<file path="src/rtl/cdb_arbiter.sv">
// rtl/cdb_arbiter.sv - dual common-data-bus arbiter with round-robin priority
// Grants up to two completed results per cycle and registers them onto CDB1/CDB2.
module cdb_arbiter #(
    parameter int         NUM_REQ  = 4,
    parameter logic [7:0] TAG_NULL = 8'hFF
) (
    input  logic                    clock,
    input  logic                    reset,
    input  logic                    flush,
    input  logic [NUM_REQ-1:0]      req_valid,
    input  logic [8*NUM_REQ-1:0]    req_tag,
    input  logic [64*NUM_REQ-1:0]   req_value,
    output logic [NUM_REQ-1:0]      req_grant,
    output logic                    cdb1_valid,
    output logic [7:0]              cdb1_tag,
    output logic [63:0]             cdb1_value,
    output logic                    cdb2_valid,
    output logic [7:0]              cdb2_tag,
    output logic [63:0]             cdb2_value
);

    localparam int PTR_W = $clog2(NUM_REQ);

    logic [PTR_W-1:0] r_rr_ptr;

    logic [7:0]       w_tag   [NUM_REQ];
    logic [63:0]      w_value [NUM_REQ];
    logic [NUM_REQ-1:0] w_eligible;

    logic             w_found1;
    logic             w_found2;
    logic [PTR_W-1:0] w_idx1;
    logic [PTR_W-1:0] w_idx2;
    logic [PTR_W-1:0] w_probe;

    logic             w_grant_en;
    logic             w_grant1;
    logic             w_grant2;
    logic [PTR_W-1:0] w_next_ptr;

    // A null tag marks a slot that must never reach the bus, even if valid is set.
    always_comb begin
        for (int i = 0; i < NUM_REQ; i++) begin
            w_tag[i]      = req_tag[8*i +: 8];
            w_value[i]    = req_value[64*i +: 64];
            w_eligible[i] = req_valid[i] && (req_tag[8*i +: 8] != TAG_NULL);
        end
    end

    always_comb begin
        w_found1 = 1'b0;
        w_found2 = 1'b0;
        w_idx1   = '0;
        w_idx2   = '0;
        w_probe  = '0;
        for (int k = 0; k < NUM_REQ; k++) begin
            w_probe = r_rr_ptr + PTR_W'(k);
            if (w_eligible[w_probe]) begin
                if (!w_found1) begin
                    w_found1 = 1'b1;
                    w_idx1   = w_probe;
                end else if (!w_found2) begin
                    w_found2 = 1'b1;
                    w_idx2   = w_probe;
                end
            end
        end
    end

    assign w_grant_en = !reset && !flush;
    assign w_grant1   = w_found1 && w_grant_en;
    assign w_grant2   = w_found2 && w_grant_en;

    // Pointer resumes just past the last requester served; wrap is the natural overflow.
    assign w_next_ptr = (w_grant2 ? w_idx2 : w_idx1) + PTR_W'(1);

    always_comb begin
        req_grant = '0;
        if (w_grant1) begin
            req_grant[w_idx1] = 1'b1;
        end
        if (w_grant2) begin
            req_grant[w_idx2] = 1'b1;
        end
    end

    always_ff @(posedge clock) begin
        if (reset) begin
            r_rr_ptr   <= '0;
            cdb1_valid <= 1'b0;
            cdb1_tag   <= TAG_NULL;
            cdb1_value <= 64'h0;
            cdb2_valid <= 1'b0;
            cdb2_tag   <= TAG_NULL;
            cdb2_value <= 64'h0;
        end else begin
            if (w_grant1) begin
                r_rr_ptr <= w_next_ptr;
            end

            if (w_grant1) begin
                cdb1_valid <= 1'b1;
                cdb1_tag   <= w_tag[w_idx1];
                cdb1_value <= w_value[w_idx1];
            end else begin
                cdb1_valid <= 1'b0;
                cdb1_tag   <= TAG_NULL;
                cdb1_value <= 64'h0;
            end

            if (w_grant2) begin
                cdb2_valid <= 1'b1;
                cdb2_tag   <= w_tag[w_idx2];
                cdb2_value <= w_value[w_idx2];
            end else begin
                cdb2_valid <= 1'b0;
                cdb2_tag   <= TAG_NULL;
                cdb2_value <= 64'h0;
            end
        end
    end

endmodule

</file>
<file path="config.mk">
export PLATFORM = sky130hd
export DESIGN_NAME = cdb_arbiter
export DESIGN_NICKNAME = d
export VERILOG_FILES = /design/src/rtl/cdb_arbiter.sv
export SDC_FILE = /design/constraint.sdc
export NUM_CORES = 1
export LEC_CHECK = 0
export CAP_MARGIN = 30
export CORE_AREA = 5 5 170 172
export CTS_CLUSTER_DIAMETER = 100
export DETAILED_ROUTE_END_ITERATION = 8
export DIE_AREA = 0 0 175 177
export PLACE_DENSITY = 0.68
export REMOVE_ABC_BUFFERS = 1
export SYNTH_ARGS = -nofsm -noshare
export SYNTH_HDL_FRONTEND = slang
export SYNTH_SLANG_ARGS = --single-unit
</file>
<file path="constraint.sdc">
create_clock -name clock -period 8.6 [get_ports clock]
set_input_delay 2.58 -clock clock [delete_from_list [all_inputs] [get_ports clock]]
set_output_delay 2.58 -clock clock [all_outputs]
set_load 0.005 [all_outputs]
</file>
-- Word-level counts from Yosys, hierarchy flattened
Cells that the tools add are included.
- register bits after elaboration: 148
- input port bits: 295
- output and inout port bits: 150
- word-level logic and storage cells: 97
- add/subtract/negate cells: 4
- $lt $le $gt $ge: 10
- equality and inequality tests: 4
- muxes and demuxes: 54
- bitwise logic cells: 5
- reductions and logical operators: 13
- operators by type and width (operator ; number):
    $bmux 64 s2 ; 2
    $mux 64 ; 4
    $bmux 8 s2 ; 2
    $mux 2 ; 16
    $mux 8 ; 4
    $ne 8x8->1 const B ; 4
    $lt 2x3->1 const B ; 6
    $mux 1 ; 18
    $logic_and 1x1->1 ; 9
    $bmux 1 s2 ; 4
    $mux 4 ; 2
    $ge 3x3->1 const B ; 2
    $not 2->3 ; 2
    $add 2x1->2 const B ; 2
    $add 2x2->2 const B ; 2
    $demux 1 s2 ; 2
    $ge 2x1->1 const B ; 2
    $or 4x4->4 ; 1
    $reduce_or 2->1 ; 2
    $logic_not 1->1 ; 2
    $not 1->1 ; 2

-- Longest topological paths before layout
Gate-level depths: netlist (run 1).
- depth after elaboration: 19
- mapped depth: 13
- mapped depth without buffers: 10

-- Least setup slack after synthesis (run 1)
OpenSTA, ideal clock, no wires.
- path kind: in2out
- from: in req_tag[23]
- to: out req_grant[2]
- arrival: 5.106 ns
- data required time: 6.020 ns
- path slack: 0.914 ns
- stages on the path: 13
- buffers on the path: 4
- cell sequence: nand4_1 o21a_1 clkbuf_1 mux4_2 ha_1 or4b_1 o211ai_1 or3b_1 buf_2 buf_2 buf_2 nand3_1 o21ai_0
- longest elaborated chain between the ends: 19
- elaborated cells between the ends (all ways): 50
- classes of those cells: 4 x order compare; 1 x eq/ne; 39 x mux; 1 x bitwise; 5 x reduce/logical
- RTL lines (item ; RTL line ; text):
    start: declaration ; 11 ; input logic [8*NUM_REQ-1:0] req_tag,
    $ne 8x8->1 (*) ; 46 ; w_eligible[i] = req_valid[i] && (req_tag[8*i +: 8] != TAG_NULL);
    $logic_and 1x1->1 (*) ; 46 ;
    $bmux 1 s2 ; 58 ; if (w_eligible[w_probe]) begin
    $mux 1 (not written as such) ; 58 ;
    $mux 1 ; 58 ;
    $mux 2 or $mux 1 (tied branches) ; 59 ; if (!w_found1) begin
    $mux 2 or $mux 1 (tied branches) ; 58 ;
    $mux 2 ; 62 ; end else if (!w_found2) begin
    [... 3 more ...] ; -- ;
    $mux 2 ; 59 ;
    $mux 2 ; 58 ;
    $lt 2x3->1 (not written as such) or $ge 2x1->1 (tied branches) ; 83 ; req_grant[w_idx2] = 1'b1;
    $logic_and 1x1->1 (not written as such) ; 83 ;
    $mux 1 (not written as such) ; 83 ;
    $demux 1 s2 ; 83 ;
    $or 4x4->4 (no source line) ; -- ;
    $mux 4 (*) ; 82 ; if (w_grant2) begin
    end: declaration ; 13 ; output logic [NUM_REQ-1:0] req_grant,
Every way passes the cells marked *; elsewhere a longest branch is shown, timed or not. The select of a mux whose other input is x is not followed.

-- Worst setup path after layout (run 1)
- from: in req_tag[28]
- to: out req_grant[0]
The elaborated chain is that of the path after synthesis.

==> results of run 1 <==
==> report_power, final <==
group | total [W] | internal [W] | switching (W) | leakage (nW)
clock network | 0.000761 | 0.000418 | 0.000343 | 0.280
logic | 0.00211 | 0.00103 | 0.00108 | 3.81
registers | 0.000886 | 0.000830 | 0.0000555 | 1.21
total | 0.00376 | 0.00228 | 0.00148 | 5.30
==> state kept, by name, summed over array words and instances (netlist names) <==
name,cells
cdb2_valid,1
cdb1_value,64
cdb1_tag,8
cdb2_tag,8
cdb2_value,64
cdb1_valid,1
r_rr_ptr,2
==> worst min-delay path: cells and delay by family, from the launching register on <==
family | cells | cell delay, ns
buffers and inverters | 1 | 0.35
AO/OA/AOI/OAI | 1 | 0.14
flip-flops | 1 | 0.51
==> cells in the mapped netlist, types with 10 or more instances <==
cell type | count | area share
o21ai_0 | 16 | 0.0095
buf_2 | 18 | 0.011
and3_1 | 10 | 0.0074
dfxtp_1 | 148 | 0.35
clkbuf_1 | 41 | 0.018
mux2i_1 | 193 | 0.23
and2_1 | 72 | 0.053
nand2_1 | 26 | 0.012
buf_6 | 15 | 0.020
a211oi_1 | 131 | 0.12
o22ai_1 | 65 | 0.048
mux2_2 | 16 | 0.021
==> cell families (layout without fill, tap and decap cells) <==
family / count (synthesis) / in the layout / share of synthesized area
compound gates: 267 / 267 / 0.2290
mux: 211 / 211 / 0.2553
flops: 148 / 148 / 0.3507
simple gates: 146 / 146 / 0.1009
buf+inv: 92 / 521 / 0.05909
fa+ha+maj: 2 / 2 / 0.002962
xor+xnor: 2 / 2 / 0.002074
other cells: 0 / 1 / 0
==> stage by stage <==
| stage | worst slack (ns) | instances | setup TNS, ns | power (W) | util |
|---|---|---|---|---|---|
| after floorplan | -4.043 | 780 | -126.21 | 0.002496 | - |
| after global placement | 0.03223 | 1609 | 0 | 0.002982 | 0.4827 |
| after detailed placement | 0.002045 | 1610 | 0 | 0.003019 | 0.4835 |
| after CTS | 0.06211 | 1642 | 0 | 0.003794 | 0.5047 |
| after global routing | 0.1208 | 1644 | 0 | 0.003976 | 0.5055 |
| final | 0.2811 | 1644 | 0 | 0.003758 | 0.5055 |
==> final timing paths <==
path | endpoint | slack (ns)
worst min-delay path | r_rr_ptr[0]$_SDFFE_PP0P_ | 1.05
worst min register to register | r_rr_ptr[0]$_SDFFE_PP0P_ | 1.05
worst max register to register | cdb2_value[53]$_SDFF_PP0_ | 4.39
worst max-delay path | req_grant[0] | 0.28
==> timing repair <==
| action | CTS | global route |
|---|---|---|
| gates resized for setup | 1 | 4 |
| endpoints found under the setup margin | 1 | 3 |
| pin swaps | 0 | 2 |
| setup buffers | 0 | 1 |
==> per-layer routing <==
| metal | track usage | part of all wire | wire [um] |
|---|---|---|---|
| met1 | 0.2600 | 0.40 | 14270 |
| met4 | 0.09951 | 0.041 | 1475 |
| met5 | 0 | 0.00055 | 20 |
| met3 | 0.07477 | 0.083 | 2990 |
| met2 | 0.3744 | 0.48 | 17320 |
==> cell type report <==
type                            count  share of cell area
Timing Repair Buffer              485              0.3454
Clock inverter                     13            0.009965
Tap cell                          346             0.03134
Antenna cell                        1           0.0001812
Inverter                            4            0.001087
Sequential cell                   148              0.2145
Clock buffer                       19             0.03207
Multi-Input combinational cell    628              0.3654
==> run summary, run 1 <==
The final worst clock skew is 0.008185 ns. Setup repair after global routing left no endpoint under its margin. Measured against its own limit, the worst slew margin works out to 0.3604. The count of cell instances traversed by the critical path came out at 12. The first global-routing pass estimated 54270 um of wire. The area overhead of the layout relative to synthesis came out at 63.49%. The latest clock arrival within the worst-skew pair is 0.42 ns. Of the available clock period, the critical path in the final layout requires 0.9673. For this run, the leading register cell type out of synthesis is dfxtp_1. The final net count is about 1600.

The slowest stage of the critical path is the mux4_2 cell. The worst register-to-register path has a depth of 9. Leaving out fill and tap cells, the most frequent cell in the layout is clkdlybuf4s50_1.

The number of clock buffers inserted by TritonCTS is 17. In the routed design, unresolved DRC markers number 0. The setup path with the least slack is of type in2out.

For this configuration, the core starts out at a cell density of 0.3092. In the global route stage, overall resource usage came out at 0.2232. The area occupied by registers is between 2000 and 3000 um^2. The die width is roughly 180 um.

The setup violation total in the final timing report came out at 0. The clock period minus final worst setup slack came out at approximately 8.3 ns. The startpoint identified for the worst register-to-register timing path is r_rr_ptr[0]$_SDFFE_PP0P_. Counting flops with a built-in enable in the synthesized netlist gives 0. After synthesis, the share of flip-flops with an asynchronous set or reset is 0.

The number of buffers and inverters on the critical path came out at 3. The worst path arrival time is between 5 and 6 ns. The initial antenna violation count is 2. The signal on the critical path passes through clkdlybuf4s50_1 > nand4_1 > o21a_1 > mux4_2 > ha_1 > or4b_1 > o211ai_1 > or3b_4 > buf_4 > nand3_1 > o21ai_0 > dlygate4sd2_1. The average detailed-routed wire length per instance is roughly 22 um. The area of the die came out at a little over 30000 um^2. The register area share after synthesis is 0.3507. The cell depth of the worst hold path came out at 2. The worst ir drop on vdd came out at about 0.23 mV.

The worst min-delay path category is reg2reg. In the layout the commonest cells are 440 x clkdlybuf4s50_1, 193 x mux2i_1, 148 x dfxtp_1, 131 x a211oi_1, 72 x and2_1. The floorplan core area came out at ~27000 um^2. Dividing the detail-routed via count by the number of cells gives about 5.4.

After global routing the overflow that remains totals 0. The worst stage delay on the critical path came out at approximately 0.52 ns. In this run, the number of DRC markers left after iteration 0 of detailed routing was 360. The maximum fanout along the worst path came out at 4. Entering global routing, the biggest net connects between 80 and 90 pins. The required arrival time at the worst endpoint is 6.02 ns.

The total of buffers placed on input and output ports came out at 444. After technology mapping, the gate count stands at 868. TritonCTS built the clock tree. Summed over all nets, the half-perimeter wirelength after detailed placement is approximately 27000 um.

The number of iterations in the first detailed-routing pass is 5. The total I/O pin count came out at ~450. The critical path startpoint category is an input port. The standby leakage power came out at about 5.3 nW. The final hold violation count came out at 0.

In the final layout, the share of cells above drive strength 1 is 0.08712. Clock-pin slew was measured on the worst setup and hold paths at ~0.07 ns. The total count of max-transition violations in the final report is 0. For the pin with the worst max-slew slack, the measured transition is 0.9594 ns. The upper clock frequency limit came out at about 0.12 GHz.

Dividing total power by cell area gives a power density of 272.1 nW/um^2. The mean area per synthesized cell came out at between 9 and 10 um^2. The last weighted congestion value of the routability-driven placer came out at 0.8618.

The cell area after layout came out at approximately 14000 um^2. In this run, post-CTS hold repair placed 0 buffers. Across the run, the number of max-cap violations was 0.

The tree is rooted in a clkbuf_16. The cell family contributing the most delay on the critical path is buffers and inverters. The worst hold margin is 1.048 ns. The clock sink count is around 150. The combined area of the multi-input logic cells came out at a little over 5000 um^2. The total wire length after detailed routing is 36080 um. The area of the mapped netlist came out at 8448 um^2. The floorplan row count came out at 61. The number of distinct library cell variants in the gate-level netlist after synthesis is between 50 and 60. The die boundary height came out at about 180 um.

The run finished with clean final reports. The via count of the first global-routing pass came out at 9237. The H-tree depth is 4.

The clock passes through at most 2 buffers. The final route contains just under 9000 vias. The count of warnings emitted by yosys came out at 0. The number of nets with antenna violations after detailed routing came out at 0. The flip-flop and latch count after synthesis is 148. The startpoint of the worst hold path is r_rr_ptr[0]$_SDFFE_PP0P_.

The layout has 2500 filler cells. In this run the worst setup path begins at req_tag[28]. The cell area after placement came out at roughly 13000 um^2. STA classifies the critical path endpoint as an output pin.
Power figures use the tool's default switching activity.
==> run 2, diff against run 1 <==
--- a/config.mk
+++ b/config.mk
@@ -12,4 +12,6 @@
 export DIE_AREA = 0 0 175 177
+export GPL_ROUTABILITY_DRIVEN = 0
 export PLACE_DENSITY = 0.68
 export REMOVE_ABC_BUFFERS = 1
+export SKIP_CTS_REPAIR_TIMING = 1
 export SYNTH_ARGS = -nofsm -noshare
--- a/constraint.sdc
+++ b/constraint.sdc
@@ -3,2 +3,2 @@
 set_output_delay 2.58 -clock clock [all_outputs]
-set_load 0.005 [all_outputs]
+set_load 0.01 [all_outputs]
==> run 2 against run 1 <==
  * Design area up 0.34%
  * Utilization grew 0.17 points
  * Worst setup slack better by 0.12 ns
  * Highest routed layer is now met4
  * Sequential cell count is the same
  * Sequential share of layout area fell by 0.072 points
  * Global-route usage decreased by 0.48 points
  * Critical endpoint is now req_grant[3]
  * Total power is 2.5% higher
  * Critical path depth decreased by 2
==> run summary, run 2 (synthesized netlist as in run 1, its figures left out) <==
The number of iterations in the first detailed-routing pass is 5 (unchanged). The worst-case setup margin in the final layout is 0.3968 ns (+0.1157 ns). The worst setup path is launched from an input port.

The maximum fanout along the worst path came out at 3 (-1). The total count of max-transition violations in the final report came to 0 (unchanged). The worst stage delay on the critical path came to 0.53 ns (about the same). STA classifies the critical path endpoint as an output pin. The cell area after placement came to 13230 um^2 (+0.11%). The tightest slew margin relative to the limit came out at 0.3464 (-0.01398). The total I/O pin count came out at 445 (unchanged). The final worst clock skew came out at 0.009272 ns (+0.001087 ns). Setup repair after global routing left no endpoint under its margin. The library cell used most frequently in the layout, excluding fill and tap cells, is clkdlybuf4s50_1.

The total power density per cell area came out at 278.0 nW/um^2 (+2.2%). The min-delay analysis places its worst path in the category reg2reg. The worst ir drop on vdd is 0.2013 mV (-14%).

The critical path goes through clkdlybuf4s50_1 > nand4_1 > o21a_1 > mux4_2 > ha_1 > o211ai_1 > or3b_4 > o31ai_1 > buf_4 > dlymetal6s2s_1. The worst setup slack before clock tree synthesis is 0.04304 ns (+0.04099 ns). The maximum count of clock buffers along a single path came out at 2 (unchanged). Among all stages on the critical path, the largest delay is contributed by mux4_2. The upper clock frequency limit was 0.1219 GHz (+1.4%).

The setup path with the least slack is of type in2out. The top cell types in the final layout, fill and taps aside, are 440 x clkdlybuf4s50_1, 193 x mux2i_1, 148 x dfxtp_1, 131 x a211oi_1, 72 x and2_1. The cell family contributing the most delay on the critical path is buffers and inverters. The mean number of vias per cell is 5.396 (+0.55%). The area overhead of the layout relative to synthesis came out at 64.04%. The final hold violation count came out at 0 (unchanged).

The run finished with clean final reports. The area occupied by registers was 2963 um^2 (unchanged). The effective utilization at floorplan came to 0.3092 (unchanged). The average detailed-routed wire length per instance is 21.78 um (-0.73%). The clock sink count came out at 148 (unchanged). The setup violation total in the final timing report is 0 (unchanged). The die boundary height is 177 um (unchanged). The combined area of the multi-input logic cells is 5042 um^2 (about the same).

The number of max-cap violations is 0 (unchanged). The initial antenna violation count came to 2 (unchanged). The H-tree depth was 4 (unchanged). The die width came to 175 um (unchanged).

The filler cell count in the final layout is 2573 (+2.9%). TritonCTS built the clock tree. The standby leakage power is 5.337 nW (+0.68%).

The floorplan core area came out at 27320 um^2 (unchanged). The number of nets with antenna violations after detailed routing came out at 0 (unchanged). The worst path arrival time came out at 5.62 ns (-0.12 ns). The clock period minus final worst setup slack was 8.203 ns (-0.1157 ns). The worst hold margin came out at 1.016 ns (-0.03196 ns). The sum of internal, switching and leakage power came out at 0.003852 W (+2.5%). In the final layout, the registers with the most flip-flops are cdb1_value (64), cdb2_value (64). The total wire length after detailed routing is 35850 um (-0.61%). The final period utilization is 0.9539 (-0.01345). The floorplan row count is 61 (unchanged). The fraction of final layout cells sized beyond drive strength 1 came out at 0.08783 (+0.0007033).

The first-pass GRT wire length came out at 53320 um (-1.8%). The cell area after layout was 13860 um^2 (+0.34%). The via count of the first global-routing pass came out at 8934 (-3.3%). The DRC violation total after the first TritonRoute iteration is 420 (+17%).

The clock transition at the registers of the reported paths came out at 0.07 ns (about the same). The total via count in the routed design came out at 8882 (+0.67%). The tree is rooted in a clkbuf_16. The number of clock buffers inserted by TritonCTS is 17 (unchanged). The half-perimeter wire length after detailed placement came to 26580 um (-0.69%).

The total global routing overflow came out at 0 (unchanged). The area of the die is 30980 um^2 (unchanged). The final net count is 1582 (+0.063%). The latest clock arrival within the worst-skew pair came out at 0.42 ns (about the same). The transition time of the tightest slew-check pin is 0.9804 ns (+0.02097 ns).

The largest net degree at the start of global routing came to 74 (-8.6%). The total of buffers placed on input and output ports is 444 (unchanged). The final routed DRC violation total came to 0 (unchanged). The number of buffers and inverters on the critical path is 3 (unchanged).

The required arrival time at the worst endpoint came to 6.02 ns (about the same). The total global-route track usage came out at 0.2184 (-0.004780).
[run 2: per-stage QoR]
step	cells	TNS, ns	util
after floorplan	780	-127.11	-
after global placement	1610	0	0.4830
after CTS	1643	0	0.5055
after detailed placement	1611	0	0.4840
final	1646	0	0.5072
after global routing	1646	0	0.5072
[run 2: layer usage]
layer  vias up  track usage  routed length (um)
met1      4244       0.2562               14020
met4         0      0.06252                 857
met3        46      0.06366                3023
li1       4187            -                   -
met2       405       0.3886               17960
met5         -            0                   0
[run 2: report_power, final]
part / switching [W] / internal (W)
logic: 0.00114 / 0.00106
registers: 0.0000544 / 0.000830
clock network: 0.000351 / 0.000413
[run 2: path summary, 6_finish.rpt]
path	start	to	slack [ns]	cells after the start
hold / removal	r_rr_ptr[0]$_SDFFE_PP0P_	r_rr_ptr[0]$_SDFFE_PP0P_	1.02	2
setup reg to reg	r_rr_ptr[0]$_SDFFE_PP0P_	cdb1_value[52]$_SDFF_PP0_	4.69	10
setup / recovery	req_tag[31]	req_grant[3]	0.40	10
hold reg to reg	r_rr_ptr[0]$_SDFFE_PP0P_	r_rr_ptr[0]$_SDFFE_PP0P_	1.02	2
[run 2: final cells by class]
cell class	count	area share
Sequential cell	148	0.2138
Tap cell	346	0.03124
Multi-Input combinational cell	628	0.3638
Timing Repair Buffer	486	0.3473
Clock buffer	17	0.03070
Antenna cell	2	0.0003611
Clock inverter	15	0.01165
Inverter	4	0.001083
[run 2: worst register-to-register path: cells and delay by family, from the launching register on]
family / cells / cell delay (ns)
multiplexers: 1 / 0.64
AO/OA/AOI/OAI: 3 / 0.63
flip-flops: 1 / 0.69
adder cells (fa/ha/maj): 1 / 0.23
buffers and inverters: 3 / 0.90
AND/OR/NAND/NOR: 2 / 0.68
==> run 3, diff against run 2 <==
- CORE_AREA: 5 5 170 172 -> 5 5 168 170
- DIE_AREA: 0 0 175 177 -> 0 0 173 175
- DONT_BUFFER_PORTS: not set -> 1
- PLACE_DENSITY: 0.68 -> 0.48
==> run 3 against run 2 <==
  * Utilization is 16 points lower
  * Total power down 13%
  * Via count fell by 20%
  * Cell count down 29%
  * Design area fell by 34%
==> run summary, run 3 (synthesized netlist as in run 1, its figures left out) <==
The latest clock arrival within the worst-skew pair came to 0.42 ns (about the same). The total global routing overflow came out at 0 (unchanged). The total I/O pin count came to 445 (unchanged). The via count of the first global-routing pass came out at 7115 (-20%).

The cell depth of the worst hold path is 2 (unchanged). The switching share of power is 0.4281 (+0.02732). The CTS tree is yes. The total count of max-transition violations in the final report is 0 (unchanged). The largest net degree at the start of global routing is 81 (+9.5%). The post-route core utilization came out at 0.3460 (-0.1612). The cell area after placement is 8582 um^2 (-35%).

The startpoint identified for the worst register-to-register timing path is r_rr_ptr[0]$_SDFFE_PP0P_. The cell area after layout is 9194 um^2 (-34%). The largest registers in the layout are cdb1_value (64), cdb2_value (64). The final worst clock skew came out at 0.01377 ns (+0.004494 ns). The die width is 173 um (-1.1%). The die boundary height came out at 175 um (-1.1%).

The floorplan row count is 60 (-1.6%). The power dissipated by switching net loads came out at 0.001430 W (-7.4%). The mean number of vias per cell is 6.063 (+12%).

The fraction of final layout cells sized beyond drive strength 1 is 0.1095 (+0.02168). The run finished with clean final reports. In this run the most used layer during global routing was met2.

The cell internal power dissipation came out at 0.001910 W (-17%). The floorplan core area came out at 26580 um^2 (-2.7%). The worst setup path is launched from an input port. The average detailed-routed wire length per instance is 27.00 um (+24%).

The tree is rooted in a clkbuf_16. The met1 global-route usage came out at 0.2212 (-0.03502). The endpoint of the worst register-to-register path is cdb1_value[12]$_SDFF_PP0_. The clock transition at the registers of the reported paths is 0.06 ns (about the same). In the layout the commonest cells are 193 x mux2i_1, 148 x dfxtp_1, 131 x a211oi_1, 72 x and2_1, 65 x o22ai_1.

The total global-route track usage was 0.1949 (-0.02350). The area overhead of the layout relative to synthesis is 8.827%. The maximum count of clock buffers along a single path is 2 (unchanged).

The area of the die came out at 30280 um^2 (-2.3%). The library cell used most frequently in the layout, excluding fill and tap cells, is mux2i_1. The total via count in the routed design is 7106 (-20%). Setup repair after global routing left no endpoint under its margin.

The final hold violation count came out at 0 (unchanged). The worst hold path begins at r_rr_ptr[0]$_SDFFE_PP0P_. The clock period minus final worst setup slack came to 7.788 ns (-0.4155 ns).

The DRC violation total after the first TritonRoute iteration came out at 441 (+5.0%). The transition time of the tightest slew-check pin came out at 0.9765 ns (-0.003830 ns). The total wire length after detailed routing came to 31640 um (-12%).

The standby leakage power was 3.453 nW (-35%). The sum of internal, switching and leakage power came to 0.003339 W (-13%). The maximum fanout along the worst path is 16 (+13). The setup violation total in the final timing report came to 0 (unchanged). The fraction of met3 tracks used by global routing came out at 0.08892 (+0.02526). The initial antenna violation count came out at 0 (-2).

The upper clock frequency limit came to 0.1284 GHz (+5.3%). The total power density per cell area came to 363.2 nW/um^2 (+31%). The global routing met2 resource utilization is 0.3249 (-0.06376). The first-pass GRT wire length came to 46340 um (-13%).

The half-perimeter wire length after detailed placement came to 23030 um (-13%). The number of max-cap violations is 0 (unchanged). The effective utilization at floorplan came out at 0.3179 (+0.008705). The worst setup path is captured at an output pin. The setup TNS came out at 0 ns (unchanged). The number of clock buffers inserted by TritonCTS came to 17 (unchanged). The worst ir drop on vdd came out at 0.2083 mV (+3.5%). The final period utilization is 0.9056 (-0.04831). The register-to-register path setup slack was 4.69 ns (about the same). The required arrival time at the worst endpoint came out at 6.02 ns (about the same). The critical path class is in2out. The worst path arrival time came to 5.21 ns (-0.41 ns).

The clock network fraction of design power was 0.219 (+0.021). The tightest slew margin relative to the limit came out at 0.3321 (-0.01428). The final routed DRC violation total is 0 (unchanged). The number of antenna cells inserted came to 0 (-2). The total of buffers placed on input and output ports came to 0 (-100%). The combinational cell fraction of total power came out at 0.482 (-0.090). The sequential share of power is 0.299 (+0.069). The cell count of the worst reg-to-reg path came out at 8 (-2). The final net count came out at 1116 (-29%). The number of nets with antenna violations after detailed routing came out at 0 (unchanged). The number of iterations in the first detailed-routing pass is 5 (unchanged). The worst hold path terminates at r_rr_ptr[0]$_SDFFE_PP0P_. The H-tree depth is 4 (unchanged). The path class of the tightest hold or removal check is reg2reg. The clock sink count came out at 148 (unchanged).
## run 3: per-layer routing
metal / routed length (um) / vias up
met3: 3497 / 53
met2: 15330 / 387
li1: - / 3231
met4: 877 / 0
met5: 0 / -
met1: 11940 / 3435
## run 3: worst max-delay path, cell delays in order
cell,delay (ns)
nand4_1,0.25
o21a_1,0.35
mux4_2,0.55
ha_1,0.30
o211ai_1,0.10
or3b_4,0.52
o31ai_1,0.57
## run 3: area by class of cell
cell class                      count  area [um^2]
Clock inverter                     13        117.6
Multi-Input combinational cell    628         5042
Fill cell                        2726        17380
Tap cell                          341        426.7
Clock buffer                       18        439.2
Sequential cell                   148         2963
Inverter                            4        15.01
Timing Repair Buffer               20        190.2
## run 3: through the flow
stage                     hold slack [ns]  cells  setup WS, ns
after floorplan                    0.8083    780        -4.419
after global placement              1.015   1139        0.8344
after detailed placement           0.9824   1139        0.8421
after CTS                          0.9929   1170        0.8270
after global routing                1.055   1172        0.7330
final                              0.9997   1172        0.8123
## run 3: power groups by stage
stage	clock (W)	combinational [W]	sequential, W
2_1_floorplan	0	0.00159	0.000965
3_3_place_gp	0	0.00157	0.00102
3_5_place_dp	0	0.00157	0.00102
4_1_cts	0.000750	0.00158	0.00100
5_1_grt	0.000783	0.00174	0.00101
6_report	0.000730	0.00161	0.000999
## run 3: worst max path at each step
stage / from / end / slack, ns
CTS: req_tag[31] / req_grant[3] / 0.83
finish: req_tag[31] / req_grant[1] / 0.81
global route: req_tag[31] / req_grant[3] / 0.73
detailed placement: req_tag[31] / req_grant[1] / 0.84
floorplan: req_tag[30] / req_grant[0] / -4.42
global placement: req_tag[31] / req_grant[1] / 0.83
